<file path="src/rtl/bpsk_pkg.sv">
// Shared definitions for the BPSK serializer, modulator and deserializer.
// Holds the serializer state encoding and the default framing constants.
package bpsk_pkg;

    typedef enum logic [1:0] {
        S_IDLE     = 2'd0,
        S_PREAMBLE = 2'd1,
        S_PAYLOAD  = 2'd2
    } ser_state_t;

    localparam int         PACKET_SIZE   = 32;
    localparam int         PREAMBLE_BITS = 8;
    localparam logic [7:0] PREAMBLE_WORD = 8'b1010_1010;

    function automatic int max_int(input int a, input int b);
        return (a > b) ? a : b;
    endfunction

endpackage

</file>
<file path="src/rtl/bit_shifter.sv">
// Loadable shift register that presents the next outgoing bit on head.
// A load and a shift in the same cycle store the loaded word already shifted once.
module bit_shifter #(
    parameter int WIDTH     = 32,
    parameter bit MSB_FIRST = 1'b1
) (
    input  logic             clk,
    input  logic             rst,
    input  logic             load,
    input  logic             shift,
    input  logic [WIDTH-1:0] din,
    output logic             head,
    output logic             din_head
);

    logic [WIDTH-1:0] q_r;
    logic [WIDTH-1:0] src_s;
    logic [WIDTH-1:0] next_s;

    assign head     = MSB_FIRST ? q_r[WIDTH-1] : q_r[0];
    assign din_head = MSB_FIRST ? din[WIDTH-1] : din[0];

    // next register contents from load/shift controls
    always_comb begin
        src_s  = load ? din : q_r;
        next_s = src_s;
        if (shift) begin
            if (MSB_FIRST) begin
                next_s = {src_s[WIDTH-2:0], 1'b0};
            end else begin
                next_s = {1'b0, src_s[WIDTH-1:1]};
            end
        end else begin
            next_s = src_s;
        end
    end

    // shift register state
    always_ff @(posedge clk or posedge rst) begin
        if (rst) begin
            q_r <= {WIDTH{1'b0}};
        end else begin
            q_r <= next_s;
        end
    end

endmodule

</file>
<file path="src/rtl/bpsk_frame_serializer.sv">
// Frames packets with a preamble and serialises them one bit per bit_tick.
// A one-deep holding buffer lets the next packet follow without an idle gap.
module bpsk_frame_serializer
    import bpsk_pkg::*;
#(
    parameter int PACKET_WIDTH = PACKET_SIZE,
    parameter int PREAMBLE_LEN = PREAMBLE_BITS,
    parameter logic [((PREAMBLE_LEN > 0) ? PREAMBLE_LEN : 1)-1:0] PREAMBLE_PATTERN = PREAMBLE_WORD,
    parameter bit MSB_FIRST    = 1'b1,
    parameter bit IDLE_LEVEL   = 1'b0
) (
    input  logic                    clk,
    input  logic                    rst,
    input  logic [PACKET_WIDTH-1:0] sys_packet,
    input  logic                    in_valid,
    output logic                    in_ready,
    input  logic                    bit_tick,
    output logic                    signal_stream,
    output logic                    stream_active,
    output logic                    packet_done
);

    localparam int PAT_W   = (PREAMBLE_LEN > 0) ? PREAMBLE_LEN : 1;
    localparam int CNT_W   = $clog2(max_int(PREAMBLE_LEN, PACKET_WIDTH) + 1);
    localparam bit HAS_PRE = (PREAMBLE_LEN > 0);
    localparam logic [CNT_W-1:0] PRE_LAST = CNT_W'(PREAMBLE_LEN);
    localparam logic [CNT_W-1:0] PAY_LAST = CNT_W'(PACKET_WIDTH);
    localparam logic [CNT_W-1:0] CNT_ONE  = CNT_W'(1);

    ser_state_t              state_r;
    logic [CNT_W-1:0]        cnt_r;
    logic [PACKET_WIDTH-1:0] buf_r;
    logic                    buf_full_r;
    logic                    hs_s;
    logic                    sh_load_s;
    logic                    sh_shift_s;
    logic                    sh_head_s;
    logic                    buf_head_s;
    logic                    frame_head_s;

    // Preamble index 0 is the pattern MSB.
    function automatic logic preamble_bit(input logic [CNT_W-1:0] idx);
        logic [PAT_W-1:0] sh;
        sh = PREAMBLE_PATTERN >> (PAT_W - 1 - int'(idx));
        return sh[0];
    endfunction

    assign hs_s = in_valid & in_ready;

    bit_shifter #(
        .WIDTH    (PACKET_WIDTH),
        .MSB_FIRST(MSB_FIRST)
    ) u_shifter (
        .clk     (clk),
        .rst     (rst),
        .load    (sh_load_s),
        .shift   (sh_shift_s),
        .din     (buf_r),
        .head    (sh_head_s),
        .din_head(buf_head_s)
    );

    // first bit of a new frame and the shifter controls for this tick
    always_comb begin
        sh_load_s  = 1'b0;
        sh_shift_s = 1'b0;
        if (HAS_PRE) begin
            frame_head_s = preamble_bit({CNT_W{1'b0}});
        end else begin
            frame_head_s = buf_head_s;
        end
        if (bit_tick) begin
            case (state_r)
                S_IDLE: begin
                    sh_load_s  = buf_full_r;
                    sh_shift_s = buf_full_r & ~HAS_PRE;
                end
                S_PREAMBLE: begin
                    sh_shift_s = (cnt_r == PRE_LAST);
                end
                S_PAYLOAD: begin
                    if (cnt_r == PAY_LAST) begin
                        sh_load_s  = buf_full_r;
                        sh_shift_s = buf_full_r & ~HAS_PRE;
                    end else begin
                        sh_shift_s = 1'b1;
                    end
                end
                default: begin
                    sh_load_s  = 1'b0;
                    sh_shift_s = 1'b0;
                end
            endcase
        end else begin
            sh_load_s  = 1'b0;
            sh_shift_s = 1'b0;
        end
    end

    // framing FSM, bit counter, holding buffer and registered outputs
    always_ff @(posedge clk or posedge rst) begin
        if (rst) begin
            state_r       <= S_IDLE;
            cnt_r         <= {CNT_W{1'b0}};
            buf_r         <= {PACKET_WIDTH{1'b0}};
            buf_full_r    <= 1'b0;
            in_ready      <= 1'b1;
            signal_stream <= IDLE_LEVEL;
            stream_active <= 1'b0;
            packet_done   <= 1'b0;
        end else begin
            packet_done <= 1'b0;

            // accept and drain are exclusive: accept needs an empty buffer
            if (hs_s) begin
                buf_r      <= sys_packet;
                buf_full_r <= 1'b1;
                in_ready   <= 1'b0;
            end else if (sh_load_s) begin
                buf_full_r <= 1'b0;
                in_ready   <= 1'b1;
            end else begin
                buf_full_r <= buf_full_r;
                in_ready   <= in_ready;
            end

            if (bit_tick) begin
                case (state_r)
                    S_IDLE: begin
                        if (buf_full_r) begin
                            signal_stream <= frame_head_s;
                            stream_active <= 1'b1;
                            cnt_r         <= CNT_ONE;
                            state_r       <= HAS_PRE ? S_PREAMBLE : S_PAYLOAD;
                        end else begin
                            signal_stream <= IDLE_LEVEL;
                            stream_active <= 1'b0;
                        end
                    end
                    S_PREAMBLE: begin
                        if (cnt_r == PRE_LAST) begin
                            signal_stream <= sh_head_s;
                            cnt_r         <= CNT_ONE;
                            state_r       <= S_PAYLOAD;
                        end else begin
                            signal_stream <= preamble_bit(cnt_r);
                            cnt_r         <= cnt_r + CNT_ONE;
                        end
                    end
                    S_PAYLOAD: begin
                        if (cnt_r == PAY_LAST) begin
                            packet_done <= 1'b1;
                            if (buf_full_r) begin
                                signal_stream <= frame_head_s;
                                cnt_r         <= CNT_ONE;
                                state_r       <= HAS_PRE ? S_PREAMBLE : S_PAYLOAD;
                            end else begin
                                signal_stream <= IDLE_LEVEL;
                                stream_active <= 1'b0;
                                cnt_r         <= {CNT_W{1'b0}};
                                state_r       <= S_IDLE;
                            end
                        end else begin
                            signal_stream <= sh_head_s;
                            cnt_r         <= cnt_r + CNT_ONE;
                        end
                    end
                    default: begin
                        signal_stream <= IDLE_LEVEL;
                        stream_active <= 1'b0;
                        cnt_r         <= {CNT_W{1'b0}};
                        state_r       <= S_IDLE;
                    end
                endcase
            end
        end
    end

endmodule
</file>
<file path="config.mk">
export PLATFORM = sky130hd
export DESIGN_NAME = bpsk_frame_serializer
export DESIGN_NICKNAME = d
export VERILOG_FILES = /design/src/rtl/bpsk_pkg.sv /design/src/rtl/bit_shifter.sv /design/src/rtl/bpsk_frame_serializer.sv
export SDC_FILE = /design/constraint.sdc
export NUM_CORES = 1
export LEC_CHECK = 0
export ABC_AREA = 1
export BUFFER_PORTS_ARGS = -buffer_cell sky130_fd_sc_hd__buf_2
export CAP_MARGIN = 30
export CORE_MARGIN = 2
export CORE_UTILIZATION = 40
export DETAILED_ROUTE_END_ITERATION = 6
export PLACE_DENSITY = 0.68
export SKIP_LAST_GASP = 1
export SLEW_MARGIN = 20
export SYNTH_ARGS = -nofsm -noshare
export SYNTH_HDL_FRONTEND = slang
export SYNTH_SLANG_ARGS = --single-unit
</file>
<file path="constraint.sdc">
create_clock -name clk -period 2.1 [get_ports clk]
set_input_delay 0.315 -clock clk [delete_from_list [all_inputs] [get_ports clk]]
set_output_delay 0.315 -clock clk [all_outputs]
set_load 0.01 [all_outputs]
</file>
==> flow_summary.ini, run 1 <==
[status]
status = complete, no violations

[die]
core_um2 = 9280
die_y_um = 102
initial_core_util_pct = 41.5
die_area_um2 = 10400
io_pins = 40
num_rows = 35
die_w_um = 102

[worst_setup_path]
crit_path_end_kind = flop
r2r_end = u_shifter.q_r[11]
reg2reg_slack_ns = 0.31
cp-start-kind = flop
r2r_cells = 11
critPathKind = reg -> reg
worstPathRequired_ns = 2.39
cp_max_fo = 31
r2r_start = cnt_r[0]
cp.arrival_ns = 2.07

[placed_design]
gp_congestion = 0.869
portBuffers = 39
place_ws_ns = 0.326
dpl.hpwl_mm = 4.81

[route]
drt-pass1-iter-count = 5
wl_per_cell_um = 11.3
antenna_left = 0
post-route-drc-count = 0
viasPerCell = 4.62
wl_mm = 7.38
num_vias = 3017
first_iter_violations = 140

[cts]
hold_buffers = 0
clkLatencyLatePin_ns = 0.34
post-cts-setup-buffers = 0
cts_buffers = 9
clockRootBuffer = clkbuf_8
post_cts_resized = 0
cts_tree = yes
htreeDepth = 3
cts.sinks = 77
clockBufferDepth = 2
clk_pin_slew_ns = 0.08

[sta]
rsz0062_at_grt = no
fmax_mhz = 560
tightest_slew_ns = 0.520
slew_headroom_pct = 65.3
finalCritPeriodShare_pct = 85.1
timing_hold_violations_final = 0
fin_ws_ns = 0.314
worst_clock_skew_ns = 0.0112
finalCriticalPeriod_ns = 1.79
setup_viol = 0
slew_violations = 0
final.setup.tns_ns = 0

[grt]
antenna_found_initial = 0
grt-ovfl-total = 0
grtUsageTotal_pct = 15.5
grt_pass1_vias = 2855
grt_max_degree = 78
grt_pass1_wl_mm = 12.8

[layout]
diodes = 0
multi_input_area_um2 = 1460
area_delta_synth_final_pct = 13.3
regArea_um2 = 1930
fillCellCount = 973
drive_gt1_share_pct = 13.9
final_nets = 563

[power]
total_power_mw = 2.75
cellLeakagePower_nw = 2.30
p_per_area_nw_per_um2 = 629
ir_drop_uv = 243

[yosys]
yosysSeqAreaShare_pct = 50.0
synth_cells = 485
ys_warn_count = 0
synth_area_um2 = 3850
avgSynthCellArea_um2 = 7.94
synth_cell_types = 26
ys_ff_latch = 77
syn_nets = 529

[run]
cap_violations = 0

[worst_hold_path]
hp-class = in -> async
[power breakdown]
group	internal [mW]	total (mW)	switching, mW
Combinational	0.0287	0.0784	0.0497
Sequential	1.48	1.48	0
Clock	0.665	1.19	0.522
Total	2.17	2.75	0.572
[synth_stat cells]
master      n  share of area [%]
a21oi_1     3               0.39
a21oi_4     1               0.42
buf_1       1              0.097
buf_2       2               0.26
buf_4       6                1.2
buf_6       6                1.8
clkbuf_1    8               0.78
dfrtp_1    76                 49
dfstp_2     1               0.68
ha_1        8                2.6
inv_1      78                7.6
inv_2       3               0.29
nand2_1   124                 12
nand2_2     2               0.32
nand2_4     2               0.58
nand3_1   100                 13
nand3_2     1               0.26
nand3b_1    1               0.19
nand4_1     1               0.16
nor2_1     16                1.6
nor2_2      1               0.16
nor3_1      1               0.13
o21ai_0    37                4.8
o21ai_2     1               0.23
o21bai_1    1               0.19
xor2_1      4               0.91
[critical path, stage by stage, from the launching register on]
cell and delay (ns):
dfrtp_1 0.44, inv_1 0.12, ha_1 0.17, inv_1 0.05
nor2_2 0.11, nand3_1 0.13, nand2_2 0.16, nand2_1 0.10
nand2_2 0.09, buf_12 0.19, nand3_1 0.10, nand2_1 0.07
[metal layers]
| metal | vias to the layer above | share of wire, % | global-route usage (%) |
|---|---|---|---|
| li1 | 1587 | - | - |
| met1 | 1372 | 46 | 19.8 |
| met4 | 0 | 1.5 | 5.95 |
| met3 | 8 | 3.8 | 3.08 |
| met5 | - | 0 | 0 |
| met2 | 50 | 49 | 26.1 |
[cell type report]
cell class / count / share of cell area (%)
Sequential cell: 77 / 44.2
Multi-Input combinational cell: 304 / 33.5
Inverter: 81 / 7.05
Timing Repair Buffer: 46 / 6.82
Tap cell: 129 / 3.70
Clock buffer: 11 / 3.01
Clock inverter: 5 / 1.72
[cell usage in the layout, fill, tap and decap left out]
cell type and count:
ha_1 8, nand4_1 1, dfstp_2 1, inv_1 76, nor3_1 1, nand3_1 100
nand2_2 2, nand2_4 2, o21ai_0 37, xor2_1 4, a21oi_4 1, bufinv_16 2
nand3b_1 1, inv_2 3, buf_2 39, clkinv_1 1, nand2_1 124, buf_12 4
nor2_2 1, nand3_2 1, dfrtp_1 76, o21ai_2 1, buf_4 3, nor2_1 16
o21bai_1 1, a21oi_1 3, clkinvlp_4 1, clkbuf_8 9, clkbuf_1 2, clkinv_2 3
[flip-flops by register name, indices dropped and copies added, names as in the netlist]
signal and cells:
buf_r 32, u_shifter.q_r 32, cnt_r 6, state_r 2, buf_full_r 1, in_ready 1, packet_done 1, signal_stream 1
stream_active 1
[metrics by stage]
step	utilization (%)	cell area, um2	cells	hold slack (ns)
after floorplan	-	3860	485	0.436
after global placement	44.8	4160	637	0.455
after detailed placement	44.8	4160	637	0.467
after CTS	47.0	4370	653	0.0843
after global routing	47.0	4370	653	0.105
final	47.0	4370	653	0.0360
[cells by family (layout without fill, tap and decap cells)]
group | count (synthesis) | in the layout | synth area share [%]
AND/OR/NAND/NOR | 249 | 249 | 28.5
buffers and inverters | 104 | 143 | 12.0
AO/OA/AOI/OAI | 43 | 43 | 6.04
XOR/XNOR | 4 | 4 | 0.909
adder cells (fa/ha/maj) | 8 | 8 | 2.60
flip-flops | 77 | 77 | 50.0
[worst max path at each step]
stage                         from                 to  slack, ns  cells past startpoint
after floorplan           cnt_r[0]   u_shifter.q_r[1]       0.59                     11
after global placement    cnt_r[0]           cnt_r[2]       0.29                      9
after detailed placement  cnt_r[0]  u_shifter.q_r[11]       0.33                     11
after CTS                 cnt_r[0]  u_shifter.q_r[11]       0.30                     11
after global routing      cnt_r[0]  u_shifter.q_r[31]       0.13                     11
final                     cnt_r[0]  u_shifter.q_r[11]       0.31                     11
No activity file was read; power rests on OpenSTA's default activity.
==> run 2: changes to the inputs <==
ABC_AREA = not set   (was 1)
==> run 2 against run 1 <==
Against the previous run:
- clock power is 7% higher
- flip-flop and latch count stayed put
- die area decreased by 8.7%
- register-to-register slack lost 0.21 ns
- combinational power increased to 26 times the previous value
==> flow_summary.ini, run 2 <==
[worst_setup_path]
worstPathRequired_ns = 2.33
critPathMaxStageDelay_ns = 0.50
r2r_start = cnt_r[0]
r2r_cells = 6
crit_chain = inv_1, ha_1, nor4b_4, and3_4, o211a_4, mux4_2
cp_slowest_cell = mux4_2
cp_max_fo = 4
crit_start = cnt_r[0]
cp.arrival_ns = 2.22
critical-path-top-delay-family = multiplexers
cp-start-kind = flop
cp_num_cells = 6
critPathKind = reg -> reg
r2r_end = u_shifter.q_r[31]
path_buf_inv = 1
reg2reg_slack_ns = 0.10
crit_path_end_kind = flop
endpoint = u_shifter.q_r[31]

[power]
p_per_area_nw_per_um2 = 1410
total_power_mw = 5.90
cellLeakagePower_nw = 1.77
ir_drop_uv = 627

[sta]
setup_viol = 0
finalCriticalPeriod_ns = 2.00
slew_headroom_pct = 60.7
rsz0062_at_grt = no
tightest_slew_ns = 0.588
worst_clock_skew_ns = 0.0112
final.setup.tns_ns = 0
fmax_mhz = 501
finalCritPeriodShare_pct = 95.0
slew_violations = 0
timing_hold_violations_final = 0

[grt]
grt_pass1_wl_mm = 10.9
antenna_found_initial = 0
grt_max_degree = 36
grtUsageTotal_pct = 14.3
grt-ovfl-total = 0
grt_pass1_vias = 2308

[yosys]
synth.most_common_cell = dfrtp_1
synth_top_area_share_pct = 54.2
synth_cells = 258
synth_area_um2 = 3510
ys.flop_type = dfrtp_1
yosysSeqAreaShare_pct = 55.0
synthTopCellsByCount = dfrtp_1, mux2i_1, mux2_2
synth_area_leaders = dfrtp_1, mux2i_1, mux2_2
avgSynthCellArea_um2 = 13.6
synth_largest_area_cell = dfrtp_1
synth_edf_count = 0
synth_cell_types = 38
syn_nets = 302
ys_warn_count = 0
async_reset_ff_share_pct = 100
ys_ff_latch = 77

[placed_design]
gp_congestion = 0.906
portBuffers = 39
dpl.hpwl_mm = 4.30

[layout]
diodes = 0
final_cell_mix = dfrtp_1, mux2i_1, buf_2
final_common_cell = dfrtp_1
drive_gt1_share_pct = 34.8
largestRegisters = buf_r x32, u_shifter.q_r x32, cnt_r x6
area_delta_synth_final_pct = 19.1
final_nets = 352

[die]
initial_core_util_pct = 40.8
die_y_um = 97.6
io_pins = 40
num_rows = 34
core_um2 = 8590
die_w_um = 97.6
die_area_um2 = 9530

[route]
post-route-drc-count = 0
num_vias = 2182
wl_mm = 6.27
wl_per_cell_um = 14.9
first_iter_violations = 73
antenna_left = 0
drt-pass1-iter-count = 4
viasPerCell = 5.18

[cts]
clockRootBuffer = clkbuf_8
clkLatencyLatePin_ns = 0.35
clockBufferDepth = 2
htreeDepth = 3
cts_tree = yes
cts.sinks = 77
cts_buffers = 9
clk_pin_slew_ns = 0.09

[status]
status = complete, no violations

[worst_hold_path]
hp-class = in -> async

[run]
cap_violations = 0
run 2: cells by family after synthesis:
logic type / after synthesis / synth area share [%]
AO/OA/AOI/OAI: 24 / 4.43
XOR/XNOR: 4 / 0.999
adder cells (fa/ha/maj): 8 / 2.86
buffers and inverters: 22 / 3.03
flip-flops: 77 / 55.0
multiplexers: 96 / 29.0
AND/OR/NAND/NOR: 27 / 4.71
run 2: worst min-delay path by stage:
stage | startpoint | to | slack [ns] | depth (start not counted)
floorplan | sys_packet[21] | buf_r[21] | 0.47 | 1
global placement | rst | buf_r[18] | 0.41 | 2
detailed placement | rst | buf_r[18] | 0.42 | 2
CTS | rst | u_shifter.q_r[25] | 0.03 | 2
global route | rst | u_shifter.q_r[25] | 0.06 | 2
finish | rst | u_shifter.q_r[21] | 0.02 | 2
run 2: through the flow:
step	util, %	instances	hold slack (ns)	worst slack, ns	area, um2
after global placement	45.6	405	0.413	0.0605	3920
after detailed placement	45.6	405	0.418	-0.0528	3920
after floorplan	-	258	0.466	0.148	3510
final	48.6	421	0.0242	0.104	4180
after global routing	48.6	421	0.0599	0.00594	4180
after CTS	48.3	421	0.0323	0.0133	4150
run 2: repair_timing:
action,CTS,global route
setup endpoints to repair,3,14
cloned,0,0
resized for setup,1,4
setup buffers,0,0
pin swaps,0,0
hold buffers,0,0
run 2: report_power, final:
group          internal, mW  switching (mW)  total (mW)
Combinational          1.09           0.979        2.06
Clock                 0.688           0.585        1.27
Sequential             2.21           0.354        2.57
Total                  3.98            1.92        5.90
run 2: final cells by class:
type | instances | area, um2
well taps | 108 | 135
inverters | 10 | 41.3
fillers | 747 | 4420
repair buffers | 51 | 335
clock buffers | 9 | 124
clock inverters | 7 | 105
flip-flops and latches | 77 | 1930
multi-input cells | 159 | 1510
run 2: routing by layer:
metal  wire [um]  vias to the layer above  track usage (%)
met1        2850                     1095             18.6
met2        3080                       44             22.7
met3         237                       10             3.53
li1            -                     1033                -
met5           0                        -                0
met4         114                        0             6.41
